[src/rtl/sub_pkg.sv]
// Shared types and constants for the bit-serial subtractor.
package sub_pkg;

    localparam int unsigned DEF_WIDTH = 4;

    typedef enum logic [1:0] {
        IDLE,
        SHIFT,
        DONE
    } state_t;

    // Bit-counter width: $clog2(n), never narrower than one bit.
    function automatic int unsigned cnt_width(input int unsigned n);
        return (n < 2) ? 1 : $clog2(n);
    endfunction

endpackage

[src/rtl/serial_subtractor_if.sv]
// Request/result bundle for the serial subtractor.
interface serial_subtractor_if
    import sub_pkg::*;
#(
    parameter int unsigned N = DEF_WIDTH
);

    logic         start;
    logic [N-1:0] A;
    logic [N-1:0] B;
    logic         Bin;
    logic [N-1:0] Diff;
    logic         Bout;
    logic         busy;
    logic         done;

    modport master (
        output start, A, B, Bin,
        input  Diff, Bout, busy, done
    );

    modport slave (
        input  start, A, B, Bin,
        output Diff, Bout, busy, done
    );

endinterface

[src/rtl/full_subtractor.sv]
// One-bit full subtractor: d = a - b - bin, bout = borrow out.
module full_subtractor (
    input  logic a,
    input  logic b,
    input  logic bin,
    output logic d,
    output logic bout
);

    // Difference and borrow for a single bit position.
    always_comb begin
        d    = a ^ b ^ bin;
        bout = (~a & b) | (~(a ^ b) & bin);
    end

endmodule

[src/rtl/serial_subtractor.sv]
// Bit-serial unsigned subtractor: Diff = A - B - Bin, one bit per cycle, LSB first.
module serial_subtractor
    import sub_pkg::*;
#(
    parameter int unsigned N = DEF_WIDTH
) (
    input  logic                clk,
    input  logic                rst_n,
    serial_subtractor_if.slave  bus
);

    localparam int unsigned      CW   = cnt_width(N);
    localparam logic [CW-1:0]    LAST = CW'(N - 1);

    state_t        state_q, state_d;
    logic [CW-1:0] cnt_q, cnt_d;
    logic          br_q, br_d;
    logic [N-1:0]  a_q, a_d;
    logic [N-1:0]  b_q, b_d;
    logic [N-1:0]  res_q, res_d;
    logic [N-1:0]  diff_q, diff_d;
    logic          bout_q, bout_d;
    logic          busy_q, busy_d;
    logic          done_q, done_d;

    logic          fs_d;
    logic          fs_bout;

    full_subtractor u_fs (
        .a    (a_q[0]),
        .b    (b_q[0]),
        .bin  (br_q),
        .d    (fs_d),
        .bout (fs_bout)
    );

    // Next-state, datapath and registered-output logic.
    // The result/done registers are loaded from the DONE state itself, so the
    // done pulse lands on the cycle the next operation (if any) is accepted.
    always_comb begin
        state_d = state_q;
        cnt_d   = cnt_q;
        br_d    = br_q;
        a_d     = a_q;
        b_d     = b_q;
        res_d   = res_q;
        diff_d  = diff_q;
        bout_d  = bout_q;
        busy_d  = 1'b0;
        done_d  = 1'b0;

        case (state_q)
            IDLE, DONE: begin
                if (state_q == DONE) begin
                    diff_d = res_q;
                    bout_d = br_q;
                    done_d = 1'b1;
                end
                if (bus.start) begin
                    a_d     = bus.A;
                    b_d     = bus.B;
                    br_d    = bus.Bin;
                    cnt_d   = '0;
                    res_d   = '0;
                    state_d = SHIFT;
                    busy_d  = 1'b1;
                end else begin
                    state_d = IDLE;
                end
            end
            SHIFT: begin
                a_d   = a_q >> 1;
                b_d   = b_q >> 1;
                br_d  = fs_bout;
                res_d = {fs_d, res_q[N-1:1]};
                cnt_d = cnt_q + CW'(1);
                if (cnt_q == LAST) begin
                    state_d = DONE;
                end else begin
                    busy_d  = 1'b1;
                end
            end
            default: begin
                state_d = IDLE;
            end
        endcase
    end

    // State and datapath registers with synchronous active-low reset.
    always_ff @(posedge clk) begin
        if (!rst_n) begin
            state_q <= IDLE;
            cnt_q   <= '0;
            br_q    <= 1'b0;
            a_q     <= '0;
            b_q     <= '0;
            res_q   <= '0;
            diff_q  <= '0;
            bout_q  <= 1'b0;
            busy_q  <= 1'b0;
            done_q  <= 1'b0;
        end else begin
            state_q <= state_d;
            cnt_q   <= cnt_d;
            br_q    <= br_d;
            a_q     <= a_d;
            b_q     <= b_d;
            res_q   <= res_d;
            diff_q  <= diff_d;
            bout_q  <= bout_d;
            busy_q  <= busy_d;
            done_q  <= done_d;
        end
    end

    assign bus.Diff = diff_q;
    assign bus.Bout = bout_q;
    assign bus.busy = busy_q;
    assign bus.done = done_q;

endmodule

[src/flat_wrapper.sv]
// flat-port wrapper written by rule: the top's interface ports become plain ports
module serial_subtractor_flat import sub_pkg::*;
#(
    parameter int unsigned N = DEF_WIDTH
)
  (clk, rst_n, bus_start, bus_A, bus_B, bus_Bin, bus_Diff, bus_Bout, bus_busy, bus_done);
  serial_subtractor_if #(.N(N)) bus_i ();
  input  logic clk;
  input  logic rst_n;
  input wire logic [$bits(bus_i.start)-1:0] bus_start;
  input wire logic [$bits(bus_i.A)-1:0] bus_A;
  input wire logic [$bits(bus_i.B)-1:0] bus_B;
  input wire logic [$bits(bus_i.Bin)-1:0] bus_Bin;
  output wire logic [$bits(bus_i.Diff)-1:0] bus_Diff;
  output wire logic [$bits(bus_i.Bout)-1:0] bus_Bout;
  output wire logic [$bits(bus_i.busy)-1:0] bus_busy;
  output wire logic [$bits(bus_i.done)-1:0] bus_done;
  assign bus_i.start = bus_start;
  assign bus_i.A = bus_A;
  assign bus_i.B = bus_B;
  assign bus_i.Bin = bus_Bin;
  assign bus_Diff = bus_i.Diff;
  assign bus_Bout = bus_i.Bout;
  assign bus_busy = bus_i.busy;
  assign bus_done = bus_i.done;
  serial_subtractor #(.N(N)) u_core (.clk(clk), .rst_n(rst_n), .bus(bus_i));
endmodule
[config.mk]
export PLATFORM = sky130hd
export DESIGN_NAME = serial_subtractor_flat
export DESIGN_NICKNAME = d
export VERILOG_FILES = /design/src/rtl/sub_pkg.sv /design/src/rtl/serial_subtractor_if.sv /design/src/rtl/full_subtractor.sv /design/src/rtl/serial_subtractor.sv /design/src/flat_wrapper.sv
export SDC_FILE = /design/constraint.sdc
export NUM_CORES = 1
export LEC_CHECK = 0
export CAP_MARGIN = 10
export CORE_ASPECT_RATIO = 1.5
export CORE_UTILIZATION = 30
export CTS_BUF_LIST = sky130_fd_sc_hd__clkbuf_4 sky130_fd_sc_hd__clkbuf_8 sky130_fd_sc_hd__clkbuf_16
export CTS_CLUSTER_DIAMETER = 120
export DETAILED_ROUTE_END_ITERATION = 8
export PLACE_DENSITY = 0.48
export SLEW_MARGIN = 20
export SYNTH_ARGS = -nofsm -noshare
export SYNTH_HDL_FRONTEND = slang
export SYNTH_HIERARCHICAL = 1
export SYNTH_SLANG_ARGS = --single-unit
export TNS_END_PERCENT = 20
[constraint.sdc]
create_clock -name clk -period 3.1 [get_ports clk]
set_input_delay 0.62 -clock clk [delete_from_list [all_inputs] [get_ports clk]]
set_output_delay 0.62 -clock clk [all_outputs]
set_load 0.01 [all_outputs]
==> impl_metrics.toml <==
[run_status]
outcome = "finished clean"

[yosys]
synth_edf_count = 0
yosys-top-cells-count = "dfxtp_1, nand2_1, nand3_1, nor2b_1, nor2_1"
synth-seq-cells = 24
synth_cell_types = 28
ys_async_sr_fraction_pct = 0
yosysWarnings = 6
syn_area_um2 = 1020
synthTopCellsByArea = "dfxtp_1, o221ai_2, mux2i_1"
syn_avg_cell_area_um2 = 9.85
synth.most_common_cell = "dfxtp_1"
synth_area_leader_cell = "dfxtp_1"
synthCells = 104
synth_flop_cell = "dfxtp_1"
yosysSeqAreaShare_pct = 46.9
synth_top_cell_area_share_pct = 46.9
syn_nets = 118

[place]
place_ws_ps = 915
port_buffers = 18
place.gp.congestion = 0.674
post-dp-hpwl_mm = 1.22

[clocking]
tritoncts = "yes"
clock_latency_ps = 260
clock-sinks = 24
clockBufferDepth = 2
cts_root_buf = "clkbuf_8"
cts_resized = 0
postCtsSetupBuffers = 0
clkSlewWorstSetupHoldPaths_ps = 80
cts.htree.levels = 1
cts-buffers-inserted = 3
cts_hold_buffers = 0

[cells_and_area]
syn_to_final_growth_pct = 19.9
multi_input_area_um2 = 465
drive_gt1_share_pct = 6.90
n_antenna_cell = 0
final_nets = 132
fillers = 337
area.sequential_um2 = 480

[critical_path]
criticalPathCategory = "input port to flop"
reg2regPathDepth = 3
startpoint = "bus_start"
worst_ep_arrival_time_ps = 2050
crit_slowest_cell = "clkdlybuf4s50_1"
startpoint_type = "input port"
crit_end = "u_core/cnt_q[0]"
path_cells = "clkdlybuf4s50_1, nand2b_1, and3_1, o21a_1"
reg2reg_from = "u_core/state_q[0]"
cp-end-kind = "flop"
slowest_delay_ps = 480
r2r_setup_slack_ps = 1560
crit_fanout = 17
required_ps = 3260
timing.rr.end = "u_core/state_q[0]"

[detailed_routing]
wire_per_inst_um = 11.7
firstDrtPassIters = 3
num_vias = 756
drtIter0Drc = 10
wl_mm = 1.83
remaining_drc_errors = 0
ant_nets = 0
drt-vias-per-instance = 4.85

[timing]
fin_ws_ps = 1210
slew_headroom_pct = 46.4
slew_viol_final = 0
worst_slew_pin_slew_ps = 802
worst_clock_skew_ps = 1.54
period_share_pct = 61.0
max_freq_mhz = 529
hold_violations = 0
whs_ps = 475
setup_viol = 0
tns_ps = 0
fin_crit_ps = 1890
rsz0062_at_grt = "no"

[grt]
antenna_found_initial = 0
grt_pass1_vias = 731
grt_use_total_pct = 11.9
gr-total-overflow = 0
grt_max_degree = 25
grt_pass1_wl_mm = 3.23

[worst_hold_path]
min_path_type = "flop to flop"

[power_and_ir_drop]
p_leak_nw = 0.427
finalPower_uw = 591
power_density_nw_per_um2 = 481
ir_drop_uv = 171

[floorplanning]
initial_core_util_pct = 32.1
die_w_um = 49.7
die_area_um2 = 3660
ios = 19
core_area_um2 = 3190
dieHeight_um = 73.6
rows = 25

[run]
max_cap_viol_count = 0
stage by stage:
| stage | cells | instance area [µm²] | utilization (%) |
|---|---|---|---|
| 6_report | 156 | 1230 | 38.5 |
| 4_1_cts | 156 | 1230 | 38.5 |
| 5_1_grt | 156 | 1230 | 38.5 |
| 3_3_place_gp | 153 | 1190 | 37.2 |
| 2_1_floorplan | 104 | 1020 | - |
| 3_5_place_dp | 153 | 1190 | 37.2 |
worst max-delay path: cells and delay by family:
kind,cells,cell delay [ps]
AO/OA/AOI/OAI,1,180
buffers and inverters,1,480
AND/OR/NAND/NOR,2,770
report_power, final:
part           switching, mW  internal (mW)  total (mW)
combinational         0.0401         0.0370      0.0772
sequential            0.0107          0.324       0.335
clock                 0.0924         0.0868       0.179
total                  0.143          0.448       0.591
sequential cells by signal, summed over array words and instances (netlist names):
register,cells
u_core/bus.busy,1
u_core/cnt_q,2
u_core/bus.done,1
u_core/b_q,4
u_core/bus.Diff,4
u_core/bus.Bout,1
u_core/state_q,2
u_core/br_q,1
u_core/a_q,4
u_core/res_q,4
kinds of logic after synthesis:
kind of cell | Yosys count | synth area share [%]
flops | 24 | 46.9
buf+inv | 12 | 7.69
compound gates | 18 | 16.2
fa+ha+maj | 2 | 3.17
mux | 5 | 4.88
simple gates | 43 | 21.1
layout make-up:
| cell class | instances | area share, % |
|---|---|---|
| Clock buffer | 3 | 3.36 |
| Sequential cell | 24 | 39.1 |
| Inverter | 3 | 0.916 |
| Timing Repair Buffer | 18 | 14.7 |
| Tap cell | 40 | 4.07 |
| Multi-Input combinational cell | 68 | 37.9 |
layer usage:
metal | share of wire, % | track usage [%] | up-vias
met4 | 2.1 | 8.57 | 0
li1 | - | - | 377
met1 | 44 | 13.4 | 361
met5 | 0 | 0 | -
met2 | 51 | 20.1 | 14
met3 | 2.4 | 1.86 | 4
cells in the final DEF, fill, tap and decap left out:
cell / count
nand2b_1: 2
fa_1: 1
and2b_1: 1
dfxtp_1: 24
and2_1: 3
nor3_1: 5
nand3_1: 8
nor2_1: 6
a22oi_1: 1
inv_1: 3
o21ai_0: 1
o21a_1: 1
clkbuf_8: 3
a21boi_0: 5
nor2b_1: 7
nand2_1: 9
a31oi_1: 1
ha_1: 1
o21ai_1: 1
o221ai_2: 5
mux2i_1: 5
and3_1: 2
clkdlybuf4s50_1: 18
a21boi_1: 3
how the worst min path moves through the flow:
stage | from | to | slack (ps) | cells past startpoint
6_report | u_core/res_q[0] | u_core/res_q[0] | 470 | 2
5_1_grt | u_core/res_q[0] | u_core/res_q[0] | 500 | 2
4_1_cts | u_core/res_q[2] | u_core/res_q[1] | 480 | 2
3_5_place_dp | u_core/res_q[2] | u_core/res_q[1] | 470 | 2
3_3_place_gp | u_core/res_q[3] | u_core/res_q[2] | 470 | 2
2_1_floorplan | u_core/res_q[1] | u_core/res_q[0] | 440 | 2
(Power assumes the default switching activity.)
